File: config.mk
export PLATFORM = sky130hd
export DESIGN_NAME = stopwatch_ctrl_flat
export DESIGN_NICKNAME = d
export VERILOG_FILES = /design/src/rtl/stopwatch_pkg.sv /design/src/rtl/stopwatch_if.sv /design/src/rtl/btn_debounce.sv /design/src/rtl/stopwatch_ctrl.sv /design/src/flat_wrapper.sv
export SDC_FILE = /design/constraint.sdc
export NUM_CORES = 1
export LEC_CHECK = 0
export ABC_AREA = 1
export ABC_CLOCK_PERIOD_IN_PS = 2200
export CORE_MARGIN = 2
export CORE_UTILIZATION = 52
export DETAILED_ROUTE_END_ITERATION = 10
export GPL_TIMING_DRIVEN = 0
export PLACE_DENSITY = 0.71
export SYNTH_ARGS = -nofsm -noshare
export SYNTH_HDL_FRONTEND = slang
export SYNTH_SLANG_ARGS = --single-unit
File: constraint.sdc
create_clock -name clk -period 2.2 [get_ports clk]
set_clock_uncertainty 0.15 [all_clocks]
set_input_delay 0.44 -clock clk [delete_from_list [all_inputs] [get_ports clk]]
set_output_delay 0.44 -clock clk [all_outputs]
set_load 0.02 [all_outputs]
File: src/rtl/stopwatch_pkg.sv
// Shared types and constants for the centisecond stopwatch.
package stopwatch_pkg;

  typedef enum logic [1:0] {
    IDLE,
    RUN,
    PAUSED,
    LAP
  } state_t;

  typedef logic [3:0] bcd_t;

  localparam int DOT_OVF = 0;
  localparam int DOT_SEC = 2;
  localparam int DOT_LAP = 3;

endpackage

File: src/rtl/stopwatch_if.sv
// Display-side bundle: BCD digits, dot mask and status flags.
interface stopwatch_if;
  logic [15:0] o_data;
  logic [3:0]  o_dots;
  logic        o_running;
  logic        o_overflow;

  modport master (
    output o_data,
    output o_dots,
    output o_running,
    output o_overflow
  );

  modport slave (
    input o_data,
    input o_dots,
    input o_running,
    input o_overflow
  );
endinterface

File: src/rtl/btn_debounce.sv
// Button synchronizer + debouncer; one-cycle pulse on accepted press.
module btn_debounce #(
  parameter int DB_CYCLES = 500000
) (
  input  logic clk,
  input  logic rst_n,
  input  logic i_raw,
  output logic o_level,
  output logic o_press
);

  localparam int CW = (DB_CYCLES > 1) ? $clog2(DB_CYCLES) : 1;
  localparam logic [CW-1:0] CMAX = CW'(DB_CYCLES - 1);

  logic          s1;
  logic          s2;
  logic [CW-1:0] cnt;
  logic          diff;
  logic          flip;

  assign diff = s2 ^ o_level;
  assign flip = diff && (cnt == CMAX);

  always_ff @(posedge clk or negedge rst_n) begin
    if (!rst_n) begin
      s1      <= 1'b0;
      s2      <= 1'b0;
      cnt     <= '0;
      o_level <= 1'b0;
      o_press <= 1'b0;
    end else begin
      s1      <= i_raw;
      s2      <= s1;
      o_press <= flip & s2;
      if (!diff) begin
        cnt <= '0;
      end else if (flip) begin
        cnt     <= '0;
        o_level <= s2;
      end else begin
        cnt <= cnt + 1'b1;
      end
    end
  end

endmodule

File: src/rtl/stopwatch_ctrl.sv
// Stopwatch FSM, centisecond prescaler, SS.cc BCD chain and lap hold.
module stopwatch_ctrl
  import stopwatch_pkg::*;
#(
  parameter int TICK_DIV  = 500000,
  parameter int DB_CYCLES = 500000
) (
  input  logic       clk,
  input  logic       rst_n,
  input  logic       i_btn_start,
  input  logic       i_btn_lap,
  input  logic       i_btn_clear,
  stopwatch_if.master disp
);

  localparam int PW = $clog2(TICK_DIV);
  localparam logic [PW-1:0] PMAX = PW'(TICK_DIV - 1);

  logic p_start;
  logic p_lap;
  logic p_clear;

  btn_debounce #(.DB_CYCLES(DB_CYCLES)) u_db_start (
    .clk(clk), .rst_n(rst_n), .i_raw(i_btn_start),
    .o_level(), .o_press(p_start)
  );

  btn_debounce #(.DB_CYCLES(DB_CYCLES)) u_db_lap (
    .clk(clk), .rst_n(rst_n), .i_raw(i_btn_lap),
    .o_level(), .o_press(p_lap)
  );

  btn_debounce #(.DB_CYCLES(DB_CYCLES)) u_db_clear (
    .clk(clk), .rst_n(rst_n), .i_raw(i_btn_clear),
    .o_level(), .o_press(p_clear)
  );

  state_t        state_q;
  state_t        state_d;
  logic [PW-1:0] presc_q;
  bcd_t [3:0]    cnt_q;
  bcd_t [3:0]    cnt_d;
  bcd_t [3:0]    lap_q;
  logic          ovf_q;
  logic          go_idle;
  logic          snap;
  logic          counting;
  logic          tick;
  logic          carry;
  logic [3:0]    dots;

  assign counting = (state_q == RUN) || (state_q == LAP);
  assign tick     = counting && (presc_q == PMAX);

  // Priority clear > start > lap falls out of the if/else order per state.
  always_comb begin
    state_d = state_q;
    go_idle = 1'b0;
    snap    = 1'b0;
    unique case (state_q)
      IDLE: begin
        if (p_clear)      go_idle = 1'b1;
        else if (p_start) state_d = RUN;
      end
      RUN: begin
        if (p_start) begin
          state_d = PAUSED;
        end else if (p_lap) begin
          state_d = LAP;
          snap    = 1'b1;
        end
      end
      PAUSED: begin
        if (p_clear) begin
          state_d = IDLE;
          go_idle = 1'b1;
        end else if (p_start) begin
          state_d = RUN;
        end
      end
      LAP: begin
        if (p_start)    state_d = PAUSED;
        else if (p_lap) state_d = RUN;
      end
    endcase
  end

  always_comb begin
    cnt_d = cnt_q;
    carry = tick;
    for (int i = 0; i < 4; i++) begin
      if (carry) begin
        if (cnt_q[i] == 4'd9) begin
          cnt_d[i] = 4'd0;
        end else begin
          cnt_d[i] = cnt_q[i] + 4'd1;
          carry    = 1'b0;
        end
      end
    end
  end

  // Snapshot takes the post-tick value so the frozen display never lags.
  always_ff @(posedge clk or negedge rst_n) begin
    if (!rst_n) begin
      state_q <= IDLE;
      presc_q <= '0;
      cnt_q   <= '0;
      lap_q   <= '0;
      ovf_q   <= 1'b0;
    end else begin
      state_q <= state_d;
      if (go_idle) begin
        presc_q <= '0;
        cnt_q   <= '0;
        lap_q   <= '0;
        ovf_q   <= 1'b0;
      end else begin
        if (counting) presc_q <= tick ? '0 : presc_q + 1'b1;
        cnt_q <= cnt_d;
        if (carry) ovf_q <= 1'b1;
        if (snap)  lap_q <= cnt_d;
      end
    end
  end

  always_comb begin
    dots          = 4'b0000;
    dots[DOT_SEC] = 1'b1;
    dots[DOT_LAP] = (state_q == LAP);
    dots[DOT_OVF] = ovf_q;
  end

  assign disp.o_data     = (state_q == LAP) ? lap_q : cnt_q;
  assign disp.o_dots     = dots;
  assign disp.o_running  = counting;
  assign disp.o_overflow = ovf_q;

endmodule
File: src/flat_wrapper.sv
// flat-port wrapper written by rule: the top's interface ports become plain ports
module stopwatch_ctrl_flat import stopwatch_pkg::*;
#(
  parameter int TICK_DIV  = 500000,
  parameter int DB_CYCLES = 500000
)
  (clk, rst_n, i_btn_start, i_btn_lap, i_btn_clear, disp_o_data, disp_o_dots, disp_o_running, disp_o_overflow);
  stopwatch_if disp_i ();
  input  logic clk;
  input  logic rst_n;
  input  logic i_btn_start;
  input  logic i_btn_lap;
  input  logic i_btn_clear;
  output wire logic [$bits(disp_i.o_data)-1:0] disp_o_data;
  output wire logic [$bits(disp_i.o_dots)-1:0] disp_o_dots;
  output wire logic [$bits(disp_i.o_running)-1:0] disp_o_running;
  output wire logic [$bits(disp_i.o_overflow)-1:0] disp_o_overflow;
  assign disp_o_data = disp_i.o_data;
  assign disp_o_dots = disp_i.o_dots;
  assign disp_o_running = disp_i.o_running;
  assign disp_o_overflow = disp_i.o_overflow;
  stopwatch_ctrl #(.TICK_DIV(TICK_DIV), .DB_CYCLES(DB_CYCLES)) u_core (.clk(clk), .rst_n(rst_n), .i_btn_start(i_btn_start), .i_btn_lap(i_btn_lap), .i_btn_clear(i_btn_clear), .disp(disp_i));
endmodule
==> results.yml <==
run_status:
  run_status: "complete, no violations"
floorplan:
  die-height_um: 117
  io_pins: 27
  initial_core_util: 0.532
  dieArea_mm2: 0.0138
  core_area_mm2: 0.0126
  rows: 41
  die_w_um: 117
worst_hold_path:
  holdCritStartpoint: "u_core.u_db_clear.s1$_DFF_PN0_"
  hold_end: "u_core.u_db_clear.s2$_DFF_PN0_"
  hold_depth: 0
  hold_path_class: "reg -> reg"
global_route:
  grt_usage: 0.222
  grt_pass1_vias: 5466
  grt_antenna_before_repair: 0
  grt_max_degree: 87
  grt_pass1_wl_mm: 25.0
  overflow: 0
detailed_routing:
  postRouteAntennaNets: 0
  wl_per_cell_um: 13.8
  wl_mm: 14.6
  routed_via_density: 5.36
  drc_errors: 0
  drtPass1Iterations: 5
  drtIter0Drc: 473
  vias: 5676
place:
  placed_area_mm2: 0.00717
  place_ws_ns: -0.580
  place_inst: 1025
  place_hpwl_mm: 10.2
  gp_congestion: 0.885
  portBuffers: 24
finish:
  fin_nets: 883
  diodes: 0
  design_area_mm2: 0.00784
  final_layout_size_suffix_gt1_frac: 0.147
  mostFrequentLayoutCells: "162 x nand2_1, 121 x dfrtp_1, 99 x inv_1"
  syn_to_final_growth_pct: 17.2
  final_common_cell: "nand2_1"
  instances_no_fill: 1059
logic_synthesis:
  synth_top_cell_by_area: "dfrtp_1"
  async_flop_share: 1.00
  netlist_area_mm2: 0.00668
  synth_edf_count: 0
  syn_area_per_cell_um2: 8.07
  ys_seq_elements: 123
  ys_types: 41
  yosysSeqAreaShare: 0.461
  synthTopCellsByArea: "dfrtp_1 46%, nand2_1 9.2%, inv_1 5.6%"
  synth-main-ff-cell: "dfrtp_1"
  synth.top_cell.area_share: 0.461
  synthCells: 828
  syn_nets: 837
  yosys_warnings: 0
critical_path:
  critPathLaunchType: "flop"
  critPathMaxFanout: 10
  required_ns: 1.61
  cp.arrival_ns: 1.55
  critPathCaptureType: "primary output"
  path_class: "reg -> out"
  ff2ff_setup_slack_ns: 0.16
  timing.rr.start: "u_core.state_q[0]$_DFFE_PN0P_"
  r2r_cells: 9
  r2r_end: "u_core.lap_q[7]$_DFFE_PN0P_"
clock_tree:
  clk_latency_ns: 0.42
  cts_tree: "done"
  numCtsBuffers: 17
  cts_max_path_buffers: 2
  root_buffer: "clkbuf_16"
  htree_levels: 4
  clkSinkCount: 123
  clk_pin_slew_ns: 0.05
sta:
  finalSetupViolations: 0
  hold_viol_final: 0
  timing.final.ws_setup_ns: 0.0581
  min_period_over_period: 0.974
  grt_setup_unrepaired: "false"
  tightest_slew_ns: 0.533
  fmax_mhz: 467
  maxSlewViolCount: 0
  min_period_ns: 2.14
  slew_headroom: 0.644
power:
  ir_drop_mv: 0.523
  p_leak_nw: 3.45
  pwr_density_cell_mw_per_mm2: 679
job:
  maxCapViolCount: 0
## flip-flops by register name, indices dropped and copies added (netlist names), 2 cells and up
name / count
u_core.u_db_start.cnt: 19
u_core.u_db_lap.cnt: 19
u_core.lap_q: 16
u_core.cnt_q: 16
u_core.u_db_clear.cnt: 19
u_core.state_q: 2
u_core.presc_q: 19
## per-stage QoR
step / TNS, ns / hold WS [ns] / power (mW) / utilization
final: 0 / 0.196 / 5.32 / 0.623
after global routing: 0 / 0.198 / 5.49 / 0.623
after CTS: -0.0142 / 0.197 / 5.37 / 0.619
after detailed placement: -6.87 / 0.185 / 2.47 / 0.570
after global placement: -537.55 / 0.185 / 2.46 / 0.568
after floorplan: 0 / -0.00559 / 2.39 / -
## repair_timing
item	4_1_cts	5_1_grt
resized for setup	92	15
setup buffers	0	1
endpoints found under the hold margin	37	0
hold buffers	1	0
endpoints found under the setup margin	18	40
cloned	0	0
## kinds of logic after synthesis
family / after synthesis / synth area share
AOI/OAI and AO/OA: 86 / 0.0696
xor gates and xnor gates: 34 / 0.0468
adders and majority gates: 4 / 0.00749
buffers and inverters: 122 / 0.0719
DFF: 123 / 0.461
other: 2 / 0.00112
and+or+nand+nor: 457 / 0.343
## how the worst max path moves through the flow
stage | start | to | slack [ns] | cells past startpoint
3_3_place_gp | rst_n | u_core.u_db_start.cnt[14]$_DFF_PN0_ | -4.33 | 1
5_1_grt | u_core.state_q[0]$_DFFE_PN0P_ | disp_o_data[15] | 0.0002 | 6
2_1_floorplan | u_core.state_q[0]$_DFFE_PN0P_ | disp_o_data[10] | 0.03 | 5
6_report | u_core.state_q[0]$_DFFE_PN0P_ | disp_o_data[6] | 0.06 | 6
3_5_place_dp | u_core.state_q[0]$_DFFE_PN0P_ | disp_o_data[7] | -0.58 | 7
4_1_cts | u_core.state_q[0]$_DFFE_PN0P_ | disp_o_data[7] | -0.01 | 6
## critical path, stage by stage (launching register included)
cell	delay, ns
dfrtp_1	0.37
buf_6	0.13
nand2_8	0.10
inv_4	0.06
clkbuf_8	0.17
o21ai_1	0.15
buf_4	0.17
## Yosys cell counts, drive strengths merged, types with 11 or more instances
cell type and n:
a21oi 23, and3 11, dfrtp 123, inv 108, nand2 177, nand3 47
nand4 41, nor2 122, nor3 43, o21ai 43, o22ai 11, xor2 26
## cell type report
cell class	count	area (um2)
Tap cell	172	215
Fill cell	1075	4730
Sequential cell	123	3080
Buffer	13	95.1
Timing Repair Buffer	27	239
Multi-Input combinational cell	583	3180
Inverter	109	412
Clock inverter	6	108
Clock buffer	26	509
## where the power goes
group	switching (mW)	total [mW]	leakage [nW]	internal, mW
clock	0.971	2.90	0.301	1.93
combinational	0.0928	0.127	1.46	0.0346
sequential	0.0144	2.30	1.69	2.28
total	1.08	5.32	3.45	4.25
## layer usage
layer / wire length, um / part of all wire / track usage / vias to the layer above
li1: - / - / - / 2824
met1: 6630 / 0.45 / 0.283 / 2687
met2: 7110 / 0.49 / 0.369 / 137
met3: 574 / 0.039 / 0.0462 / 28
met4: 329 / 0.022 / 0.0949 / 0
met5: 0 / 0 / 0 / -
Power figures use the tool's default switching activity.
